## src/rtl/host_cmd_framer.sv

```systemverilog
// Expands one parallel host command into the system's command byte protocol
// and serializes each byte as a UART frame with programmable parity and baud.
module host_cmd_framer #(
    parameter int DATA_WIDTH = 8,
    parameter int DIV_WIDTH  = 16,
    parameter int GAP_BITS   = 1
) (
    input  logic                 CLK,
    input  logic                 RST,
    input  logic                 CMD_VALID,
    output logic                 CMD_READY,
    input  logic [1:0]           CMD_TYPE,
    input  logic [3:0]           CMD_ADDR,
    input  logic [7:0]           CMD_DATA_A,
    input  logic [7:0]           CMD_DATA_B,
    input  logic [3:0]           CMD_FUN,
    input  logic                 PAR_EN,
    input  logic                 PAR_TYP,
    input  logic [DIV_WIDTH-1:0] BAUD_DIV,
    output logic                 TX_OUT,
    output logic                 BUSY,
    output logic                 BYTE_DONE,
    output logic                 CMD_DONE
);

    localparam int GAP_W = (GAP_BITS > 0) ? $clog2(GAP_BITS + 1) : 1;
    localparam logic [GAP_W-1:0] GAP_LAST = GAP_W'((GAP_BITS > 0) ? GAP_BITS - 1 : 0);
    localparam logic [2:0] BIT_LAST = 3'(DATA_WIDTH - 1);

    typedef enum logic [2:0] {
        IDLE,
        START,
        DATA,
        PARITY,
        STOP,
        GAP
    } state_t;

    state_t state, state_next;

    logic [DIV_WIDTH-1:0]  period_cnt, period_next;
    logic [2:0]            bit_idx, bit_next;
    logic [1:0]            byte_idx, byte_next;
    logic [GAP_W-1:0]      gap_cnt, gap_next;
    logic                  byte_done_q, byte_done_next;
    logic                  cmd_done_q, cmd_done_next;

    logic [DIV_WIDTH-1:0]  div_q;
    logic                  par_en_q;
    logic                  par_typ_q;
    logic [2:0]            num_bytes;
    logic [DATA_WIDTH-1:0] byte_mem [4];

    logic [DATA_WIDTH-1:0] enc [4];
    logic [2:0]            enc_count;
    logic                  accept;
    logic                  bit_end;
    logic                  last_byte;
    logic [DATA_WIDTH-1:0] cur_byte;
    logic                  parity_bit;
    logic                  tx;

    assign accept     = CMD_VALID && (state == IDLE);
    assign bit_end    = (period_cnt == div_q - DIV_WIDTH'(1));
    assign last_byte  = ({1'b0, byte_idx} == num_bytes - 3'd1);
    assign cur_byte   = byte_mem[byte_idx];
    assign parity_bit = par_typ_q ? ~^cur_byte : ^cur_byte;

    always_comb begin
        enc[0]    = '0;
        enc[1]    = '0;
        enc[2]    = '0;
        enc[3]    = '0;
        enc_count = 3'd2;
        unique case (CMD_TYPE)
            2'b00: begin
                enc[0]    = DATA_WIDTH'(8'hAA);
                enc[1]    = DATA_WIDTH'(CMD_ADDR);
                enc[2]    = CMD_DATA_A;
                enc_count = 3'd3;
            end
            2'b01: begin
                enc[0]    = DATA_WIDTH'(8'hBB);
                enc[1]    = DATA_WIDTH'(CMD_ADDR);
            end
            2'b10: begin
                enc[0]    = DATA_WIDTH'(8'hCC);
                enc[1]    = CMD_DATA_A;
                enc[2]    = CMD_DATA_B;
                enc[3]    = DATA_WIDTH'(CMD_FUN);
                enc_count = 3'd4;
            end
            default: begin
                enc[0]    = DATA_WIDTH'(8'hDD);
                enc[1]    = DATA_WIDTH'(CMD_FUN);
            end
        endcase
    end

    // Everything the frame depends on is frozen at accept so the host may
    // retarget its inputs while the current command is still on the line.
    always_ff @(posedge CLK or negedge RST) begin
        if (!RST) begin
            div_q     <= DIV_WIDTH'(1);
            par_en_q  <= 1'b0;
            par_typ_q <= 1'b0;
            num_bytes <= 3'd2;
            for (int i = 0; i < 4; i++) byte_mem[i] <= '0;
        end else if (accept) begin
            div_q     <= (BAUD_DIV == '0) ? DIV_WIDTH'(1) : BAUD_DIV;
            par_en_q  <= PAR_EN;
            par_typ_q <= PAR_TYP;
            num_bytes <= enc_count;
            for (int i = 0; i < 4; i++) byte_mem[i] <= enc[i];
        end
    end

    always_ff @(posedge CLK or negedge RST) begin
        if (!RST) begin
            state       <= IDLE;
            period_cnt  <= '0;
            bit_idx     <= '0;
            byte_idx    <= '0;
            gap_cnt     <= '0;
            byte_done_q <= 1'b0;
            cmd_done_q  <= 1'b0;
        end else begin
            state       <= state_next;
            period_cnt  <= period_next;
            bit_idx     <= bit_next;
            byte_idx    <= byte_next;
            gap_cnt     <= gap_next;
            byte_done_q <= byte_done_next;
            cmd_done_q  <= cmd_done_next;
        end
    end

    always_comb begin
        state_next     = state;
        period_next    = period_cnt;
        bit_next       = bit_idx;
        byte_next      = byte_idx;
        gap_next       = gap_cnt;
        byte_done_next = 1'b0;
        cmd_done_next  = 1'b0;
        tx             = 1'b1;
        unique case (state)
            IDLE: begin
                if (CMD_VALID) begin
                    state_next  = START;
                    period_next = '0;
                    bit_next    = '0;
                    byte_next   = '0;
                    gap_next    = '0;
                end
            end
            START: begin
                tx = 1'b0;
                if (bit_end) begin
                    period_next = '0;
                    bit_next    = '0;
                    state_next  = DATA;
                end else begin
                    period_next = period_cnt + DIV_WIDTH'(1);
                end
            end
            DATA: begin
                tx = cur_byte[bit_idx];
                if (bit_end) begin
                    period_next = '0;
                    if (bit_idx == BIT_LAST) begin
                        state_next = par_en_q ? PARITY : STOP;
                    end else begin
                        bit_next = bit_idx + 3'd1;
                    end
                end else begin
                    period_next = period_cnt + DIV_WIDTH'(1);
                end
            end
            PARITY: begin
                tx = parity_bit;
                if (bit_end) begin
                    period_next = '0;
                    state_next  = STOP;
                end else begin
                    period_next = period_cnt + DIV_WIDTH'(1);
                end
            end
            STOP: begin
                if (bit_end) begin
                    period_next    = '0;
                    byte_done_next = 1'b1;
                    if (last_byte) begin
                        cmd_done_next = 1'b1;
                        state_next    = IDLE;
                    end else begin
                        byte_next  = byte_idx + 2'd1;
                        gap_next   = '0;
                        state_next = (GAP_BITS > 0) ? GAP : START;
                    end
                end else begin
                    period_next = period_cnt + DIV_WIDTH'(1);
                end
            end
            GAP: begin
                if (bit_end) begin
                    period_next = '0;
                    if (gap_cnt == GAP_LAST) begin
                        gap_next   = '0;
                        state_next = START;
                    end else begin
                        gap_next = gap_cnt + GAP_W'(1);
                    end
                end else begin
                    period_next = period_cnt + DIV_WIDTH'(1);
                end
            end
            default: state_next = IDLE;
        endcase
    end

    // Line level is decoded from the state register, so reset forces it high
    // without waiting for a clock edge.
    assign TX_OUT    = tx;
    assign CMD_READY = (state == IDLE);
    assign BUSY      = ~CMD_READY;
    assign BYTE_DONE = byte_done_q;
    assign CMD_DONE  = cmd_done_q;

endmodule

```

## config.mk

```make
export PLATFORM = sky130hd
export DESIGN_NAME = host_cmd_framer
export DESIGN_NICKNAME = d
export VERILOG_FILES = /design/src/rtl/host_cmd_framer.sv
export SDC_FILE = /design/constraint.sdc
export NUM_CORES = 1
export LEC_CHECK = 0
export ABC_AREA = 1
export CAP_MARGIN = 40
export CORE_MARGIN = 4
export CORE_UTILIZATION = 50
export CTS_CLUSTER_DIAMETER = 40
export DETAILED_ROUTE_END_ITERATION = 12
export GPL_TIMING_DRIVEN = 0
export PLACE_DENSITY = 0.75
export SYNTH_ARGS = -nofsm -noshare
export SYNTH_HDL_FRONTEND = slang
export SYNTH_SLANG_ARGS = --single-unit
```

## constraint.sdc

```tcl
create_clock -name CLK -period 2.2 [get_ports CLK]
set_clock_uncertainty 0.2 [all_clocks]
set_input_delay 0.66 -clock CLK [delete_from_list [all_inputs] [get_ports CLK]]
set_output_delay 0.66 -clock CLK [all_outputs]
set_load 0.01 [all_outputs]
```

* Word-level counts from Yosys, hierarchy flattened
Cells that the tools add are included.
Storage, ports and cells: bits in registers 80
Cells by class: bitwise logic cells 2, equality and inequality tests 20, reduce and logical (&&, ||, !) cells 16, magnitude comparators 2, mux-type cells 46, add/sub/neg operators 6
Operators with widths (count):
- 2-to-1 mux 16 bit | 3
- one-hot mux 15 bit (3 select lines) | 1
- 2-to-1 mux 3 bit | 14
- one-hot mux 16 bit (2 select lines) | 1
- != test 2 bit, second input constant | 10
- one-hot mux 3 bit (6 select lines) | 1
- adder 16 x 1 -> 16 bit, second input constant | 1
- binary-select mux 8 bit (select 2 bit) | 1
- equality test 16 bit | 1
- zero test 16 bit | 1
- 2-to-1 mux 8 bit | 2
- one-hot mux 8 bit (2 select lines) | 1
- subtractor 16 x 1 -> 16 bit, second input constant | 1
- 2-to-1 mux 1 bit | 12
- AND reduction 5 bit | 2
- equality test 3 bit, second input constant | 3
- one-hot mux 3 bit (3 select lines) | 1
- AND reduction 8 bit | 1
- XNOR reduction 8 bit | 1
- parity 8 bit | 1
- equality test 3 x 2 -> 1 bit, second input constant | 2
- 2-to-1 mux 2 bit | 3
- one-hot mux 1 bit (3 select lines) | 2
- one-hot mux 3 bit (2 select lines) | 1
- 23 further kinds | 25

* Longest topological paths before layout
word-level depth 7, depth in mapped cells 15

* Worst setup path before layout
Ideal clock, no wire load.
kind reg-to-output, start register byte_idx[1], end output port TX_OUT, setup slack -0.233 ns, path buffers 1, data arrival time 1.573 ns, cell stages (with the launch flop) 12, required time 1.340 ns, cells stage by stage dfrtp_1 buf_2 nor2_1 nand2_1 nand3_1 xor2_1 nand2_1 nand2_1 nand2_1 nand3_1 nand3_1 nand2_1
On the way: word-level cells in the longest chain between the ends 7, elaborated cells on any way between the ends 10, those cells by class mux (7); bitwise (1); reduce/logical (2)
Ends and longest elaborated chain:
- start, declared | RTL line 43 | logic [1:0] byte_idx, byte_next;
- start signal, assigned | RTL line 131 | byte_idx <= byte_next;
- NOT 2 -> 3 bit (not written as such) (*) | RTL line 66 | assign cur_byte = byte_mem[byte_idx];
- binary-select mux 8 bit (select 2 bit) (*) | RTL line 66
- 2-to-1 mux 8 bit (not written as such) (*) (2 in a row) | RTL line 66
- binary-select mux 1 bit (select 3 bit) (tied with other cells) | RTL line 168 | tx = cur_byte[bit_idx];
- 2-to-1 mux 1 bit, on equally long branches | RTL line 168, 67
- one-hot mux 1 bit (3 select lines) (*) | RTL line 147 | unique case (state)
- end, declared | RTL line 20 | output logic TX_OUT,
Mark *: on every way between the ends. The rest lies on a longest branch, timed or not. The select of a mux whose other input is x is not followed.

* Final worst setup path
Same ends and word-level chain as after synthesis.

==> results_dict.tcl <==
set metrics [dict create \
    run_status "finished with violations" \
    violations "setup timing" \
    synth_nets 728 \
    peakVddDrop_mv 0.512 \
    internal_power_of_the_cells_mw 4.38 \
    synth_area_leaders "sky130_fd_sc_hd__dfrtp_1 (36%), sky130_fd_sc_hd__nand2_1 (18%), sky130_fd_sc_hd__nand3_1 (5.7%)" \
    min_path_type "in -> async" \
    largest_net_degree_at_the_start_of_global_routing 47 \
    cp_slowest_stage_delay_ns 0.42 \
    end_kind "output pin" \
    drive_above_1_share_pct 26.1 \
    cell_taking_the_most_area_after_synthesis "sky130_fd_sc_hd__dfrtp_1" \
    routabilityCongestion 0.919 \
    ys_top_cells_by_count "sky130_fd_sc_hd__nand2_1 (230), sky130_fd_sc_hd__dfrtp_1 (69), sky130_fd_sc_hd__inv_1 (69)" \
    cp_max_fo 5 \
    routed_wl_um 13600 \
    cp_data_arrival_time_ns 2.12 \
    maxCapViolCount 0 \
    layout.nets 826 \
    remaining_drc_errors 0 \
    synthDominantCellAreaShare_pct 36.5 \
    final_number_of_setup_violating_endpoints 29 \
    swShare_pct 46.7 \
    synth_seq_cells 71 \
    first_global_vias 4915 \
    synth_area_per_cell_sq_um 7.01 \
    slew-limit-headroom_pct 65.7 \
    yosys_most_used_dff "sky130_fd_sc_hd__dfrtp_1" \
    worst_pin_slew_ns 0.509 \
    power_frac_comb_pct 58.3 \
    area_growth_pct 35.6 \
    buffer_ports.inserted 51 \
    fp.dieArea_sq_um 11100 \
    detailed_place_hpwl_um 9570 \
    die_h_um 105 \
    cpMostUsedCell "sky130_fd_sc_hd__nand2_1" \
    synth_cell_area_sq_um 4740 \
    drtAntennaViolNets 0 \
    antennaDiodeCount 0 \
    synth.lib_cells_used.distinct 37 \
    drt_first_pass_iters 5 \
    setup.reg_to_reg.worst_slack_ns -0.25 \
    grt_antenna_before_repair 0 \
    unrepaired_setup_endpoints_after_global_routing "true" \
    insertion_delay_ns 0.36 \
    report.final.slew_viol_count 0 \
    clk_root_buffer_cell "sky130_fd_sc_hd__clkbuf_8" \
    synthCells 676 \
    worst_slack_ns -0.784 \
    wl_per_cell_um 15.0 \
    synth-warning-count 0 \
    fp.dieW_um 105 \
    finalHoldWorstSlack_ns 0.00945 \
    leakage_nw 3.03 \
    cts-buffers-inserted 9 \
    critical_path.n_buffers_inverters 4 \
    clock_tree.htree_level_count 3 \
    synth_enable_flop_cells 0 \
    power_switching_mw 3.84 \
    postLayoutCoreUtil_pct 69.5 \
    detail_route.vias_per_cell 5.32 \
    grt_pass1_wl_um 22100 \
    synth.most_common_cell "sky130_fd_sc_hd__nand2_1" \
    initial_utilization_pct 51.3 \
    cts-hold-fix-buffers 0 \
    vias 4832 \
    final_hold_violation_count 0 \
    clock_tree.buffer_depth 2 \
    ys_seq_area_share_pct 37.6 \
    cts_sinks 71 \
    seq_power_share_pct 27.1 \
    synthArstFlopShare_pct 100 \
    dr.first_iter.drc_count 276 \
    coreArea_sq_um 9240 \
    critPathKind "reg -> out" \
    p_clk_share_pct 14.5 \
    max_freq_ghz 0.335 \
    fillers 739 \
    pwr_density_cell_nw_per_um2 1280 \
    track_usage_pct 24.7 \
    tritoncts "yes" \
    grt-ovfl-total 0 \
    worstPathRequired_ns 1.34 \
    path_cells "buf_6, buf_4, nand2_2, nor2_2, nor2_4, inv_2, nand2_2, nand2_4, nand2_1, nand2_1, nand2_1, nand2_1, nand2_1, nand3_2, nand2_2, buf_6" \
    critPathLaunchType "flop" \
    min_period_over_period_pct 136 \
    min_period_ns 2.98 \
    ios 52 \
    critical_path.top_delay_family "simple AND/OR/NAND/NOR gates" \
    fp-row-count 35 \
    clock_pin_transition_on_the_worst_setup_and_hold_timing_paths_ns 0.08 \
    slowest_cell_on_crit_path "sky130_fd_sc_hd__dfrtp_1" \
]
==> timing repair <==
item	in CTS	in global routing
pin swaps	20	30
buffers inserted	22	12
gates resized for setup	74	78
endpoints found under the setup margin	41	60
cloned	2	0
==> cell usage in the layout (no fill, tap or decap), drive strengths merged, types with 6 or more instances in the layout <==
cell           count
buf               51
nor3               9
dfrtp             69
xor2              24
o21ai             30
o211ai            10
clkdlybuf4s50     47
nand2            237
nor4               6
a21oi             21
inv               79
clkbuf            16
nand3             56
nand4             11
nor2              77
xnor2             11
==> worst register-to-register path: cells and delay by family, from the launching register on <==
kind,cells,cell delay [ns]
xor gates and xnor gates,2,0.37
buffers and inverters,4,0.43
DFF,1,0.56
adders and majority gates,1,0.19
and+or+nand+nor,6,0.64
==> metal layers <==
metal	vias to the layer above	share of wire (%)	track usage, %
li1	2346	-	-
met1	2292	39	27.0
met2	153	53	45.1
met3	41	4.7	4.35
met4	0	3.6	13.5
met5	-	0	0
==> power groups by stage <==
stage	sequential [mW]	clock (mW)	combinational, mW
2_1_floorplan	2.08	0	2.72
3_3_place_gp	2.19	0	3.39
3_5_place_dp	2.20	0	3.52
4_1_cts	2.20	1.19	4.24
5_1_grt	2.28	1.26	5.30
6_report	2.23	1.19	4.79
==> final cells by class <==
class                      instances  area [sq um]  area share [%]
inverter                          78           308            4.79
multi-input combinational        509          2940            45.8
timing repair buffer              87           872            13.6
tap                              129           161            2.51
sequential                        71          1790            27.8
buffer                            18           134            2.08
clock inverter                     7          96.3            1.50
clock buffer                       9           124            1.93
==> worst paths after layout <==
check	from	endpoint	cells after the start
setup / recovery	byte_idx[1]	TX_OUT	16
hold / removal	RST	CMD_DONE	1
setup reg to reg	div_q[0]	state[2]	13
hold reg to reg	byte_mem[27]	byte_mem[27]	1
max in group asynchronous	RST	div_q[0]	2
min in group CLK	byte_mem[27]	byte_mem[27]	1
==> sequential cells by signal, summed over array words and instances, names as in the netlist <==
register	flops
num_bytes	3
CMD_DONE	1
state	3
byte_mem	24
byte_idx	2
period_cnt	16
par_en_q	1
BYTE_DONE	1
bit_idx	3
par_typ_q	1
div_q	16
==> stage by stage <==
stage	TNS, ns	area [sq um]	total power, mW	worst slack (ns)	std cells
after CTS	-3.36	6120	7.63	-0.722	897
after global placement	-167.29	5440	5.58	-2.16	856
after detailed placement	-18.83	5470	5.72	-0.830	857
after floorplan	-0.0775	4770	4.80	-0.0775	676
after global routing	-10.28	6420	8.83	-0.929	908
final	-5.45	6420	8.22	-0.784	908
==> cells by family (layout without fill, tap and decap cells) <==
kind of cell,count (synthesis),count (layout),share of synthesized area (%)
buffers and inverters,96,199,8.08
and+or+nand+nor,402,402,37.9
DFF,71,71,37.6
xor gates and xnor gates,35,35,6.47
adders and majority gates,5,5,1.32
AOI/OAI and AO/OA,67,67,8.67
Power figures use the tool's default switching activity.
